<file path="src/rtl/cla_serial_adder.sv">
// Digit-serial carry-lookahead adder/subtractor: CHUNK bits per cycle, LSB chunk first,
// with a registered carry between chunks and a valid/ready handshake on both sides.
module cla_serial_adder #(
    parameter int unsigned WIDTH = 16,
    parameter int unsigned CHUNK = 4
) (
    input  logic             clk,
    input  logic             rst,
    input  logic [WIDTH-1:0] a,
    input  logic [WIDTH-1:0] b,
    input  logic             carry_in,
    input  logic             sub,
    input  logic             in_valid,
    output logic             in_ready,
    output logic [WIDTH-1:0] sum,
    output logic             carry_out,
    output logic             overflow,
    output logic             out_valid,
    input  logic             out_ready
);

    localparam int unsigned N  = WIDTH / CHUNK;
    localparam int unsigned CW = (N > 1) ? $clog2(N) : 1;

    generate
        if (CHUNK < 1 || CHUNK > WIDTH || (WIDTH % CHUNK) != 0) begin : g_bad_params
            $error("cla_serial_adder: WIDTH must be a non-zero multiple of CHUNK");
        end
    endgenerate

    typedef enum logic [1:0] {
        IDLE = 2'd0,
        BUSY = 2'd1,
        DONE = 2'd2
    } state_e;

    state_e           state_q, state_d;
    logic [CW-1:0]    cnt_q, cnt_d;
    logic             carry_q, carry_d;
    logic [WIDTH-1:0] a_q, a_d;
    logic [WIDTH-1:0] b_q, b_d;
    logic [WIDTH-1:0] sum_q, sum_d;
    logic             carry_out_q, carry_out_d;
    logic             overflow_q, overflow_d;
    logic             in_ready_q, in_ready_d;
    logic             out_valid_q, out_valid_d;

    // Current chunk slice and its lookahead carries
    int unsigned      base;
    logic [CHUNK-1:0] ca, cb, g, p, s;
    logic [CHUNK:0]   c;
    logic             prod;

    always_comb begin
        base = 32'(cnt_q) * CHUNK;
        ca   = CHUNK'(a_q >> base);
        cb   = CHUNK'(b_q >> base);
        g    = ca & cb;
        p    = ca ^ cb;
        c    = '0;
        c[0] = carry_q;
        prod = 1'b0;
        // Sum-of-products lookahead: c[k+1] = g[k] | p[k]g[k-1] | ... | p[k..0]c[0]
        for (int k = 0; k < int'(CHUNK); k++) begin
            c[k+1] = g[k];
            prod   = p[k];
            for (int j = k - 1; j >= 0; j--) begin
                c[k+1] = c[k+1] | (prod & g[j]);
                prod   = prod & p[j];
            end
            c[k+1] = c[k+1] | (prod & c[0]);
        end
        s = p ^ c[CHUNK-1:0];
    end

    always_comb begin
        state_d     = state_q;
        cnt_d       = cnt_q;
        carry_d     = carry_q;
        a_d         = a_q;
        b_d         = b_q;
        sum_d       = sum_q;
        carry_out_d = carry_out_q;
        overflow_d  = overflow_q;

        case (state_q)
            IDLE: begin
                if (in_valid) begin
                    a_d     = a;
                    b_d     = b ^ {WIDTH{sub}};
                    carry_d = sub | carry_in;
                    cnt_d   = '0;
                    state_d = BUSY;
                end
            end
            BUSY: begin
                sum_d   = (sum_q & ~(WIDTH'({CHUNK{1'b1}}) << base)) | (WIDTH'(s) << base);
                carry_d = c[CHUNK];
                if (cnt_q == CW'(N - 1)) begin
                    carry_out_d = c[CHUNK];
                    overflow_d  = c[CHUNK] ^ c[CHUNK-1];
                    state_d     = DONE;
                end else begin
                    cnt_d = cnt_q + CW'(1);
                end
            end
            DONE: begin
                if (out_ready) begin
                    state_d = IDLE;
                end
            end
            default: state_d = IDLE;
        endcase

        in_ready_d  = (state_d == IDLE);
        out_valid_d = (state_d == DONE);
    end

    always_ff @(posedge clk or posedge rst) begin
        if (rst) begin
            state_q     <= IDLE;
            cnt_q       <= '0;
            carry_q     <= 1'b0;
            a_q         <= '0;
            b_q         <= '0;
            sum_q       <= '0;
            carry_out_q <= 1'b0;
            overflow_q  <= 1'b0;
            in_ready_q  <= 1'b1;
            out_valid_q <= 1'b0;
        end else begin
            state_q     <= state_d;
            cnt_q       <= cnt_d;
            carry_q     <= carry_d;
            a_q         <= a_d;
            b_q         <= b_d;
            sum_q       <= sum_d;
            carry_out_q <= carry_out_d;
            overflow_q  <= overflow_d;
            in_ready_q  <= in_ready_d;
            out_valid_q <= out_valid_d;
        end
    end

    assign in_ready  = in_ready_q;
    assign out_valid = out_valid_q;
    assign sum       = sum_q;
    assign carry_out = carry_out_q;
    assign overflow  = overflow_q;

endmodule

</file>
<file path="config.mk">
export PLATFORM = sky130hd
export DESIGN_NAME = cla_serial_adder
export DESIGN_NICKNAME = d
export VERILOG_FILES = /design/src/rtl/cla_serial_adder.sv
export SDC_FILE = /design/constraint.sdc
export NUM_CORES = 1
export LEC_CHECK = 0
export CAP_MARGIN = 30
export CORE_MARGIN = 5
export CORE_UTILIZATION = 54
export CTS_CLUSTER_DIAMETER = 100
export DETAILED_ROUTE_END_ITERATION = 8
export PLACE_DENSITY = 0.84
export SYNTH_ARGS = -nofsm -noshare
export SYNTH_HDL_FRONTEND = slang
export SYNTH_SLANG_ARGS = --single-unit
</file>
<file path="constraint.sdc">
create_clock -name clk -period 6.25 [get_ports clk]
set_clock_uncertainty 0.05 [all_clocks]
set_input_delay 1.5625 -clock clk [delete_from_list [all_inputs] [get_ports clk]]
set_output_delay 1.5625 -clock clk [all_outputs]
set_load 0.02 [all_outputs]
</file>
Word-level counts from Yosys, hierarchy flattened

Index checks and enable logic that the tools add are counted.

Mux-type cells: 9
Eq/ne operators: 6
Add/subtract/negate cells: 1
Shift-type cells: 4
Reductions and logical operators: 7
Bitwise operators: 35

Operator list:

| kind                                             | number |
|---|---|
| right shift 16 x 4 -> 4 bit                      | 2 |
| AND 1 bit                                        | 16 |
| AND 16 bit                                       | 1 |
| inverter 16 bit                                  | 1 |
| bitwise OR 16 bit                                | 1 |
| left shift 4 x 4 -> 16 bit                       | 1 |
| left shift 4 x 4 -> 16 bit, first input constant | 1 |
| XOR 16 bit                                       | 1 |
| bitwise OR 1 bit                                 | 11 |
| 2-to-1 mux 2 bit                                 | 5 |
| XOR 4 bit                                        | 2 |
| == test 2 bit, second input constant             | 3 |
| one-hot mux 2 bit (3 select lines)               | 1 |
| AND reduction 2 bit                              | 3 |
| AND 4 bit                                        | 1 |
| zero test 2 bit                                  | 2 |
| != test 2 bit, second input constant             | 2 |
| one-hot mux 2 bit (2 select lines)               | 1 |
| AND reduction 3 bit                              | 1 |
| adder 2 x 1 -> 2 bit, second input constant      | 1 |
| == test 2 x 1 -> 1 bit, second input constant    | 1 |
| one-hot mux 1 bit (2 select lines)               | 1 |
| nonzero test 2 bit                               | 1 |
| 2-to-1 mux 1 bit                                 | 1 |
| XOR 1 bit                                        | 1 |

Output and inout port bits: 20
Register bits: 57
Bits of input ports: 38
Word-level logic and storage cells: 72

Depth between registers and ports, before layout

Depth in word-level cells: 9
Mapped depth: 7
Mapped depth without buffers: 6

Least setup slack after synthesis

OpenSTA, ideal clock, no wires.

Path kind: in2reg
Start point: input port in_valid
End point: register a_q[10]
Stages on the path: 3
Setup time: 0.125 ns
Buffers on the path: 1
Required time: 6.075 ns
Arrival: 2.327 ns
Path slack: 3.748 ns
Cell sequence: nor3b_2 > buf_4 > mux2_2

Cells in the longest elaborated chain, start to end: 1

Ends and longest elaborated chain:

| element                       | RTL line | text |
|---|---|---|
| from (decl)                   | 13       | `input logic in_valid,` |
| AND reduction 2 bit (no line) | -        |  |
| to (signal assigned)          | 124      | `a_q <= '0;` |
| to (signal assigned)          | 135      | `a_q <= a_d;` |
| to (decl)                     | 40       | `logic [WIDTH-1:0] a_q, a_d;` |

No other way between the ends.
A chain may end at the register's enable or synchronous reset.

Final worst setup path

Start point: register in_ready_q, in the netlist in_ready
End point: output port in_ready

RTL lines:

| element                | RTL line | text |
|---|---|---|
| from (decl)            | 45       | `logic in_ready_q, in_ready_d;` |
| from (signal assigned) | 140      | `in_ready_q <= in_ready_d;` |
| to (decl)              | 14       | `output logic in_ready,` |

No word-level cell between the ends.

==> summary.md <==
At the end of routability-driven placement, the weighted congestion stood at 0.784. In this run, the number of DRC markers left after iteration 0 of detailed routing was 82. The final critical-path share of the clock period came out at 0.489. The cell family contributing the most delay on the critical path is buffers and inverters. The routed layout has 1817 vias.

The tool flagged a number of max-cap violations equal to 0. The number of clock buffers added by TritonCTS is 9. After global routing the overflow that remains totals 0. The run gives 0.732 as the utilization after layout. Clock-pin slew was measured on the worst setup and hold paths at 0.06 ns.

The logs give 3 for the number of levels the H-tree was split into and 0 for the count of synthesis-stage warnings from yosys. TritonCTS built the clock tree. For the cell area after synthesis, the log shows 2660 um2. 58 I/O pins were placed. Biggest fanout along the worst timing path: 1. The logs give 0 for the post-cts repair resize count and 3.19 ns for the post-layout worst setup margin. The repair_antennas step left the layout with diodes totalling 0. Entering global routing, the biggest net connects 51 pins. The floorplan step set the die height to 80.2 um. The floorplan step defined a die boundary enclosing 6430 um2.

The logs give 328 for the number of placed instances, taps included and 57 for the clock sink count. Number of cells produced by synthesis: 211. On the worst path, the slowest cell contributes a delay of 0.59 ns. After layout, the minimum clock period comes to 3.06 ns. Data on the critical path is required at its endpoint by 4.64 ns.

The total power of the final layout is 2.14 mW, and the worst-case headroom to the max-slew limit is 0.392. The logs give 259 for the number of nets produced by synthesis and 0.537 for the sequential share of the synthesized area. Row generation in the floorplan step produced 25 rows.

The signal on the critical path passes through clkdlybuf4s50_1. The mean instance size in the synthesized netlist came out at 12.6 um2. Buffers inserted to repair hold after CTS numbered 0. STA classifies the critical path endpoint as an output pin. Data on the critical path arrives at its endpoint at 1.45 ns. The clock insertion delay at the later pin of the skew report came out at 0.34 ns. The tightest min-delay check is of the flop to flop type.

The width of the die came out at 80.2 um. The worst setup path is launched from a flop. The power per unit of standard cell area is 614 nW/um2, and the achievable frequency is 0.327 GHz.

The final layout contains routed wiring with a total length of 5280 um. The tools report the number of antenna violations at the first check in global routing as 0. In this run the clock root is driven by a sky130_fd_sc_hd__clkbuf_8.

The fraction of final layout cells with drive strength greater than 1 works out to 0.166. The tools report the placement-stage cell area as 3290 um2. The run finished with clean final reports. In this run the standard cell core region covers 4750 um2. After filler insertion, the fill cell instance count of the layout stands at 338.

At the pin with the least slew margin, the transition time is 0.909 ns. Setup repair after global routing left no endpoint under its margin. For the effective utilization at floorplan, the log shows 0.559. In this run the static leakage power is 1.46 nW. In the final routed layout, each cell accounts on average for 15.3 um. The first TritonRoute pass finished after 4 iterations.

The final layout contains 320 nets. The final-report max-slew violation count was 0. The count of state elements after synthesis works out to 57. The critical setup path kind was flop to output pin.

Once layout is done, the placed cells without fillers occupy 3480 um2. The number of setup violations in the final report is 0. The worst vdd rail ir drop is 350 uV. The synthesis-to-layout area growth was 30.8%; the number of buffer and inverter instances along the worst setup path was 1.

The HPWL after detailed placement is 3780 um. The global-route total usage across every layer was 0.185. Input and output buffers added on the ports amount to 57.

The via count of the first global-routing pass is 1840, and the maximum clock path buffer count is 2. After clock tree synthesis, the setup repair step added 0 buffers. The accumulated negative setup slack was 0 ns. For this run, design rule violations remaining after detail routing come to 0. The run gives 0 as the post-route antenna net violation count. The first global-routing pass estimated 8720 um of wire.

Worst-path cell with the longest stage delay: sky130_fd_sc_hd__clkdlybuf4s50_1. The detail-routed via count per cell is 5.28. The number of endpoints with negative hold slack in the final report is 0, and the post-placement setup slack is 2.96 ns. The number of standard cells in the final layout excluding fillers was 344; the hold slack was 0.453 ns.

Synthesis instantiated 26 different standard cells from the library.
sequential cells by signal, summed over array words and instances (netlist names), 2 cells and up:
name	cells
sum	16
a_q	16
cnt_q	2
b_q	16
state_q	2
synthesized netlist by cell type:
cell type                  count  share of area
sky130_fd_sc_hd__xor2_1        2         0.0066
sky130_fd_sc_hd__buf_2         4         0.0075
sky130_fd_sc_hd__mux2_2       17          0.072
sky130_fd_sc_hd__nand2b_1      1         0.0024
sky130_fd_sc_hd__buf_4         4          0.011
sky130_fd_sc_hd__o21ai_2       1         0.0033
sky130_fd_sc_hd__and2_1        1         0.0024
sky130_fd_sc_hd__nor2_1       28          0.040
sky130_fd_sc_hd__mux4_2        8          0.068
sky130_fd_sc_hd__xnor2_1      17          0.056
sky130_fd_sc_hd__a21oi_1      22          0.041
sky130_fd_sc_hd__ha_1          9          0.042
sky130_fd_sc_hd__inv_1         5         0.0071
sky130_fd_sc_hd__mux2i_1       1         0.0038
sky130_fd_sc_hd__and2b_1       1         0.0028
sky130_fd_sc_hd__nand2_1       8          0.011
sky130_fd_sc_hd__a22o_1       17          0.056
sky130_fd_sc_hd__a41oi_1       1         0.0033
sky130_fd_sc_hd__buf_6         1         0.0042
sky130_fd_sc_hd__a221oi_1      1         0.0033
sky130_fd_sc_hd__dfrtp_1      56           0.53
sky130_fd_sc_hd__nor3b_2       1         0.0047
sky130_fd_sc_hd__a21o_1        1         0.0028
sky130_fd_sc_hd__fa_1          1         0.0075
sky130_fd_sc_hd__dfstp_2       1         0.0099
sky130_fd_sc_hd__nor3_1        2         0.0038
cell type report:
class                   count  area [um2]  area share
repair buffers             59         598       0.172
multi-input cells         140        1160       0.333
clock buffers              14         183      0.0525
inverters                   5        18.8     0.00540
flip-flops and latches     57        1430       0.410
clock inverters             2        10.0     0.00288
well taps                  67        83.8      0.0241
layer usage:
layer | GRT usage | share of wire | up-vias
met1 | 0.239 | 0.44 | 876
li1 | - | - | 873
met4 | 0.106 | 0.019 | 0
met5 | 0 | 0 | -
met2 | 0.283 | 0.49 | 59
met3 | 0.0482 | 0.053 | 9
placed cells by master, fill, tap and decap left out, types with 4 or more instances in the layout:
cell type,count
sky130_fd_sc_hd__inv_1,4
sky130_fd_sc_hd__a21oi_1,22
sky130_fd_sc_hd__a22o_1,17
sky130_fd_sc_hd__nor2_1,28
sky130_fd_sc_hd__ha_1,9
sky130_fd_sc_hd__mux2_2,17
sky130_fd_sc_hd__dfrtp_1,56
sky130_fd_sc_hd__clkdlybuf4s50_1,57
sky130_fd_sc_hd__mux4_2,8
sky130_fd_sc_hd__xnor2_1,17
sky130_fd_sc_hd__clkbuf_8,13
sky130_fd_sc_hd__nand2_1,8
cell families (layout without fill, tap and decap cells):
kind of cell | count (synthesis) | after routing | share of synthesized area
simple gates | 42 | 42 | 0.0668
fa+ha+maj | 10 | 10 | 0.0499
xor+xnor | 19 | 19 | 0.0626
compound gates | 43 | 43 | 0.110
mux | 26 | 26 | 0.144
buf+inv | 14 | 80 | 0.0301
flops | 57 | 57 | 0.537
power breakdown:
group | internal [mW] | switching (mW) | leakage [nW] | total, mW
clock network | 0.186 | 0.142 | 0.102 | 0.328
registers | 0.556 | 0.138 | 0.670 | 0.694
logic | 0.536 | 0.577 | 0.686 | 1.11
total | 1.28 | 0.857 | 1.46 | 2.14
path summary, 6_finish.rpt:
kind | start | to | slack [ns] | cells past startpoint
max | in_ready$_DFF_PP1_ | in_ready | 3.19 | 1
min | a_q[8]$_DFFE_PP0P_ | a_q[8]$_DFFE_PP0P_ | 0.45 | 1
max reg2reg | cnt_q[0]$_DFFE_PP0P_ | sum[11]$_DFFE_PP0P_ | 3.38 | 6
min reg2reg | a_q[8]$_DFFE_PP0P_ | a_q[8]$_DFFE_PP0P_ | 0.45 | 1
max in group asynchronous | rst | in_ready$_DFF_PP1_ | 3.98 | 3
min in group asynchronous | rst | a_q[0]$_DFFE_PP0P_ | 1.54 | 2
Power figures use the tool's default switching activity.
